## src/rtl/pc_sequencer.sv

```systemverilog
// pc_sequencer: instruction-sequencing controller for the picoMIPS core.
// Runs one instruction at a time (fetch, execute, optional multiply wait)
// and drives the PC, instruction-register, register-file and multiplier
// strobes. Supports free-run, single-step, halt and a multiply-timeout fault.
//
// Handshake: mul_start is a one-cycle request; the multiplier answers with a
// one-cycle mul_done pulse, which is only honoured while in MUL_WAIT. There is
// no backpressure on any control output: each is a single-cycle strobe.
module pc_sequencer #(
   parameter int program_code_size = 8,
   parameter int mul_timeout       = 16,
   parameter int count_width       = 16
) (
   input  logic                         clk,
   input  logic                         reset,
   input  logic                         run,
   input  logic                         step,
   input  logic [2:0]                   instr_class,
   input  logic                         branch_cond,
   input  logic [program_code_size-1:0] branch_target,
   input  logic                         mul_done,
   output logic                         pc_inc,
   output logic                         pc_load,
   output logic [program_code_size-1:0] pc_target,
   output logic                         ir_load,
   output logic                         reg_we,
   output logic                         mul_start,
   output logic                         halted,
   output logic                         fault,
   output logic [count_width-1:0]       retired,
   output logic [2:0]                   state_dbg
);

   typedef enum logic [2:0] {
      S_IDLE     = 3'd0,
      S_FETCH    = 3'd1,
      S_EXEC     = 3'd2,
      S_MUL_WAIT = 3'd3,
      S_HALT     = 3'd4,
      S_FAULT    = 3'd5
   } state_t;

   localparam logic [2:0] CLASS_ALU     = 3'd0;
   localparam logic [2:0] CLASS_LOADIMM = 3'd1;
   localparam logic [2:0] CLASS_BRANCH  = 3'd2;
   localparam logic [2:0] CLASS_MUL     = 3'd3;
   localparam logic [2:0] CLASS_HALT    = 3'd4;

   // Last MUL_WAIT cycle before giving up on the multiplier.
   localparam logic [7:0] TIMEOUT_LAST = 8'(mul_timeout - 1);

   state_t                 state;
   state_t                 next_state;
   logic                   step_latch;
   logic [7:0]             timer;
   logic                   retire;       // instruction completes, pick next state
   logic                   count_retire; // bump the retired counter
   logic                   step_set;
   logic                   timer_clear;

   assign state_dbg = state;

   // Next-state and strobe decode; everything is forced quiet while reset is high.
   always_comb begin
      next_state   = state;
      pc_inc       = 1'b0;
      pc_load      = 1'b0;
      pc_target    = '0;
      ir_load      = 1'b0;
      reg_we       = 1'b0;
      mul_start    = 1'b0;
      halted       = 1'b0;
      fault        = 1'b0;
      retire       = 1'b0;
      count_retire = 1'b0;
      step_set     = 1'b0;
      timer_clear  = 1'b0;
      if (!reset) begin
         case (state)
            S_IDLE: begin
               if (run) begin
                  next_state = S_FETCH;
               end else if (step) begin
                  step_set   = 1'b1;
                  next_state = S_FETCH;
               end
            end
            S_FETCH: begin
               ir_load    = 1'b1;
               next_state = S_EXEC;
            end
            S_EXEC: begin
               case (instr_class)
                  CLASS_ALU, CLASS_LOADIMM: begin
                     reg_we = 1'b1;
                     pc_inc = 1'b1;
                     retire = 1'b1;
                  end
                  CLASS_BRANCH: begin
                     if (branch_cond) begin
                        pc_load   = 1'b1;
                        pc_target = branch_target;
                     end else begin
                        pc_inc = 1'b1;
                     end
                     retire = 1'b1;
                  end
                  CLASS_MUL: begin
                     mul_start   = 1'b1;
                     timer_clear = 1'b1;
                     next_state  = S_MUL_WAIT;
                  end
                  CLASS_HALT: begin
                     count_retire = 1'b1;
                     next_state   = S_HALT;
                  end
                  default: begin
                     pc_inc = 1'b1;
                     retire = 1'b1;
                  end
               endcase
            end
            S_MUL_WAIT: begin
               // A done pulse on the final timeout cycle still completes the multiply.
               if (mul_done) begin
                  reg_we = 1'b1;
                  pc_inc = 1'b1;
                  retire = 1'b1;
               end else if (timer == TIMEOUT_LAST) begin
                  next_state = S_FAULT;
               end
            end
            S_HALT: begin
               halted = 1'b1;
            end
            S_FAULT: begin
               halted = 1'b1;
               fault  = 1'b1;
            end
            default: begin
               next_state = S_IDLE;
            end
         endcase
         // A single-stepped instruction always returns to IDLE, even if run rose meanwhile.
         if (retire) begin
            count_retire = 1'b1;
            next_state   = (run && !step_latch) ? S_FETCH : S_IDLE;
         end
      end
   end

   // State register and single-step latch.
   always_ff @(posedge clk) begin
      if (reset) begin
         state      <= S_IDLE;
         step_latch <= 1'b0;
      end else begin
         state <= next_state;
         if (step_set) begin
            step_latch <= 1'b1;
         end else if (retire) begin
            step_latch <= 1'b0;
         end
      end
   end

   // Multiply timeout counter: cleared at mul_start, counts every MUL_WAIT cycle.
   always_ff @(posedge clk) begin
      if (reset) begin
         timer <= '0;
      end else if (timer_clear) begin
         timer <= '0;
      end else if (state == S_MUL_WAIT) begin
         timer <= timer + 8'd1;
      end
   end

   // Retired-instruction counter, saturating at all-ones.
   always_ff @(posedge clk) begin
      if (reset) begin
         retired <= '0;
      end else if (count_retire && (retired != {count_width{1'b1}})) begin
         retired <= retired + 1'b1;
      end
   end

endmodule
```

## config.mk

```make
export PLATFORM = sky130hd
export DESIGN_NAME = pc_sequencer
export DESIGN_NICKNAME = d
export VERILOG_FILES = /design/src/rtl/pc_sequencer.sv
export SDC_FILE = /design/constraint.sdc
export NUM_CORES = 1
export LEC_CHECK = 0
export CAP_MARGIN = 15
export CELL_PAD_IN_SITES_DETAIL_PLACEMENT = 0
export CELL_PAD_IN_SITES_GLOBAL_PLACEMENT = 1
export CORE_MARGIN = 2
export CORE_UTILIZATION = 34
export CTS_BUF_LIST = sky130_fd_sc_hd__clkbuf_8
export DETAILED_ROUTE_END_ITERATION = 12
export GPL_TIMING_DRIVEN = 0
export HOLD_SLACK_MARGIN = 0.02
export PLACE_DENSITY = 0.82
export SYNTH_ARGS = -nofsm -noshare
export SYNTH_HDL_FRONTEND = slang
export SYNTH_SLANG_ARGS = --single-unit
```

## constraint.sdc

```tcl
create_clock -name clk -period 2.69 [get_ports clk]
set_input_delay 0.4035 -clock clk [delete_from_list [all_inputs] [get_ports clk]]
set_output_delay 0.4035 -clock clk [all_outputs]
set_load 0.01 [all_outputs]
```

# [Word level (Yosys, flattened, before mapping)]
# Index checks and enable logic that the tools add are counted.
[op_classes] addsub=2 eq_ne=16 n_mux=47 n_reduce_logical=11
[op_table] cell="1-bit two-way mux" count=32
[op_table] cell="8-bit two-way mux" count=4
[op_table] cell="16-bit by 1-bit adder with 16-bit output, second input constant" count=1
[op_table] cell="16-bit inequality test, second input constant" count=1
[op_table] cell="3-bit two-way mux" count=5
[op_table] cell="3-bit one-hot mux with 5 select lines" count=1
[op_table] cell="3-bit by 2-bit equality test with 1-bit output, second input constant" count=4
[op_table] cell="3-bit equality test, second input constant" count=3
[op_table] cell="8-bit by 1-bit adder with 8-bit output, second input constant" count=1
[op_table] cell="8-bit by 4-bit equality test with 1-bit output, second input constant" count=1
[op_table] cell="1-bit one-hot mux with 2 select lines" count=4
[op_table] cell="2-bit OR reduction" count=4
[op_table] cell="3-bit by 1-bit equality test with 1-bit output, second input constant" count=2
[op_table] cell="3-bit logical NOT" count=2
[op_table] cell="3-bit by 2-bit inequality test with 1-bit output, second input constant" count=2
[op_table] cell="3-bit one-hot mux with 2 select lines" count=1
[op_table] cell="5-bit AND reduction" count=1
[op_table] cell="4-bit by 2-bit inequality test with 1-bit output, second input constant" count=1
[op_table] cell="4-bit inequality test, second input constant" count=1
[op_table] cell="1-bit logical AND" count=2
[op_table] cell="2-bit by 1-bit inequality test with 1-bit output, second input constant" count=1
[op_table] cell="2-bit nonzero test" count=1
[op_table] cell="1-bit logical NOT" count=1
[totals] regBits=28 inputBits=17 elab_cells=80

# [Logic depth before layout (Yosys ltp)]
[depth] word_depth=8 mapped_depth=7 depth_no_buf=6

# [Worst setup path after synthesis]
# Ideal clock, no wire load.
[synth_timing] path_type="input-to-output" from="input reset" to="output pc_target[0]" t_arrival_ps=1719 t_required_ps=2287 path_slack_ps=567 path_stages=4 path_cell_list="buf_2 > or3b_4 > nor3_1 > and2_1"
[synth_via] elab_chain_cells=1
[synth_rtl] element="from (decl)" line="15" source="input logic reset,"
[synth_rtl] element="8-bit two-way mux" line="78" source="if (!reset) begin"
[synth_rtl] element="to (decl)" line="24" source="output logic [program_code_size-1:0] pc_target,"
# Every way passes these cells.

# [Worst setup path in the final report]
[layout_timing] from="input instr_class[2]" to="output pc_target[2]"
[layout_via] elab_chain_cells=4
[layout_rtl] element="from (decl)" line="18" source="input logic [2:0] instr_class,"
[layout_rtl] element="3-bit by 2-bit equality test with 1-bit output" line="93" source="case (instr_class)"
[layout_rtl] element="8-bit two-way mux" line="93"
[layout_rtl] element="8-bit two-way mux" line="79" source="case (state)"
[layout_rtl] element="8-bit two-way mux" line="78"
# Every way passes these cells.

==> results.sh <==
export IMPL_final_max_slew_violation_count=0
export IMPL_synth_area_um2=1590
export IMPL_first_global_vias=1445
export IMPL_power_frac_comb=0.335
export IMPL_synth_most_common_cell="dfxtp_1"
export IMPL_die_height_um=72.4
export IMPL_syn_to_final_growth_pct=42.3
export IMPL_globalRouteTotalUtil=0.154
export IMPL_timing_max_cap_violations=0
export IMPL_worst_ep_arrival_time_ps=2200
export IMPL_cts_buffers=3
export IMPL_ant_nets=0
export IMPL_crit_path_max_fanout=5
export IMPL_setup_viol=0
export IMPL_fin_crit_sh=0.969
export IMPL_cpMaxStageDelayCell="clkdlybuf4s50_1"
export IMPL_yosysTopAreaCellShare=0.352
export IMPL_required_ps=2290
export IMPL_fmax_mhz=384
export IMPL_gp_congestion=0.778
export IMPL_finalNonFillerCells=299
export IMPL_antenna_found_initial=0
export IMPL_syn_nets=210
export IMPL_worst_r2r_setup_slack_ps=570
export IMPL_sw_frac_of_total=0.320
export IMPL_synth_area_leader_cell="dfxtp_1"
export IMPL_num_nets_final=267
export IMPL_post_place_cells=292
export IMPL_yosysSeqAreaShare=0.352
export IMPL_viasPerCell=5.16
export IMPL_core_um2=4440
export IMPL_ir_drop_mv=0.165
export IMPL_crit_path_frequent_cell="clkdlybuf4s50_1"
export IMPL_num_rows=24
export IMPL_initial_core_util=0.358
export IMPL_diodes=0
export IMPL_hold_buffers=0
export IMPL_overflow=0
export IMPL_dp_hpwl_um=2820
export IMPL_cts_clk_slew_worst_paths_ps=90
export IMPL_async_flop_share=0
export IMPL_hold_viol=0
export IMPL_cellPowerDensity_nw_per_um2=487
export IMPL_drc_errors=0
export IMPL_grt_pass1_wl_um=6470
export IMPL_clockBufferDepth=2
export IMPL_first_pass_iters=4
export IMPL_portBuffers=49
export IMPL_fin_area_um2=2270
export IMPL_critPathMaxStageDelay_ps=530
export IMPL_htreeDepth=1
export IMPL_drt_iter0_drc=67
export IMPL_worstMarginPinSlew_ps=519
export IMPL_worstSetupStartpointType="input port"
export IMPL_maxSlewHeadroom=0.654
export IMPL_fin_skew_ps=4.23
export IMPL_place_worst_setup_slack_ps=-265
export IMPL_cellInternalPower_uw=750
export IMPL_pin_count=51
export IMPL_status="complete, no violations"
export IMPL_insertion_delay_ps=280
export IMPL_critPathKind="in2out"
export IMPL_syn_inst=191
export IMPL_vias=1543
export IMPL_synth_common_cells="28 x dfxtp_1, 27 x nor2_1, 15 x xnor2_1"
export IMPL_p_sw_uw=353
export IMPL_cts_tree="yes"
export IMPL_cellLeakagePower_uw=0.000836
export IMPL_setup_slack_ps=83.0
export IMPL_seq_power_share=0.426
export IMPL_postLayoutCoreUtil=0.510
export IMPL_drive_above_1_share=0.101
export IMPL_dieWidth_um=72.4
export IMPL_ys_seq_elements=28
export IMPL_path_cells="clkdlybuf4s50_1 -> nor2b_2 -> nand3b_1 -> nor3_4 -> and2_1 -> clkdlybuf4s50_1"
export IMPL_avgSynthCellArea_um2=8.34
export IMPL_hp_class="in2reg"
export IMPL_cts_root_buf="clkbuf_8"
export IMPL_ys_top_cells_by_area="dfxtp_1 35%, xnor2_1 8.2%, nor2_1 6.4%"
export IMPL_synth_edf_count=0
export IMPL_fin_crit_ps=2610
export IMPL_die_area_um2=5250
export IMPL_pwr_share_clk=0.239
export IMPL_ys_flop_type="dfxtp_1"
export IMPL_yosys_warnings=0
export IMPL_totalWireLength_um=3860
export IMPL_wl_per_cell_um=12.9
export IMPL_cts_sinks=28
export IMPL_ys_types=45
export IMPL_crit_path_end_kind="output port"
export IMPL_dpl_instance_area_um2=2150
export IMPL_grt_max_degree=16
area by class of cell:
type	instances	area, um2
Buffer	9	56.3
Clock buffer	4	55.1
Fill cell	449	2180
Inverter	4	15.0
Multi-Input combinational cell	151	1000
Sequential cell	28	561
Tap cell	52	65.1
Timing Repair Buffer	51	514
per-layer routing:
metal / vias up / GRT usage / routed length [um]
met3: 5 / 0.0403 / 264
met1: 697 / 0.204 / 1890
met4: 0 / 0.0679 / 63
met5: - / 0 / 0
met2: 46 / 0.234 / 1630
li1: 795 / - / -
cell families (layout without fill, tap and decap cells):
family,Yosys count,count (layout),synth area share
simple gates,107,108,0.387
xor+xnor,20,20,0.110
fa+ha+maj,2,2,0.0157
compound gates,20,20,0.0848
buf+inv,13,68,0.0440
flops,28,28,0.352
mux,1,1,0.00628
worst max-delay path, delay by kind of cell:
family | cells | cell delay [ps]
buf+inv | 2 | 1020
simple gates | 4 | 780
power by group through the flow:
stage                     logic, uW  clock network, uW  registers, uW
after CTS                       362                274            471
after floorplan                 220                  0            481
after global placement          352                  0            478
final                           370                263            470
after detailed placement        349                  0            478
after global routing            409                290            477
timing repair:
item | 4_1_cts | 5_1_grt
pin swaps | 1 | 3
buffers inserted | 0 | 2
gates resized for setup | 6 | 6
gates cloned | 0 | 1
endpoints found under the setup margin | 11 | 8
worst paths after layout:
path	start	to	depth (start not counted)
max	instr_class[2]	pc_target[2]	6
min	reset	retired[12]$_SDFFE_PP0P_	2
max reg2reg	state_dbg[1]$_SDFFE_PP0P_	retired[14]$_SDFFE_PP0P_	6
min reg2reg	step_latch$_SDFFE_PP0P_	step_latch$_SDFFE_PP0P_	2
placed cells by master, fill, tap and decap left out, types with 3 or more instances in the layout:
master            n
xnor2_1          15
xor2_1            5
nand3_1          10
nand4_1           8
nand2_1          11
buf_4             3
nor3_1           11
inv_1             4
clkdlybuf4s50_1  44
a21oi_1           9
and3_1            3
clkbuf_1          3
and2_1            8
dfxtp_1          28
clkbuf_8          4
dlymetal6s2s_1    4
nor2_1           26
nor4_1            6
flip-flops by register name, summed over array words and instances (netlist names):
register and cells:
retired 16, state_dbg 3, step_latch 1, timer 8
per-stage QoR:
step	power, uW	TNS (ps)	hold slack (ps)
after CTS	1110	0	379
after floorplan	701	0	478
after global placement	830	-2210	496
after global routing	1180	-36.3	390
final	1100	0	390
after detailed placement	827	-2280	506
Power figures use the tool's default switching activity.
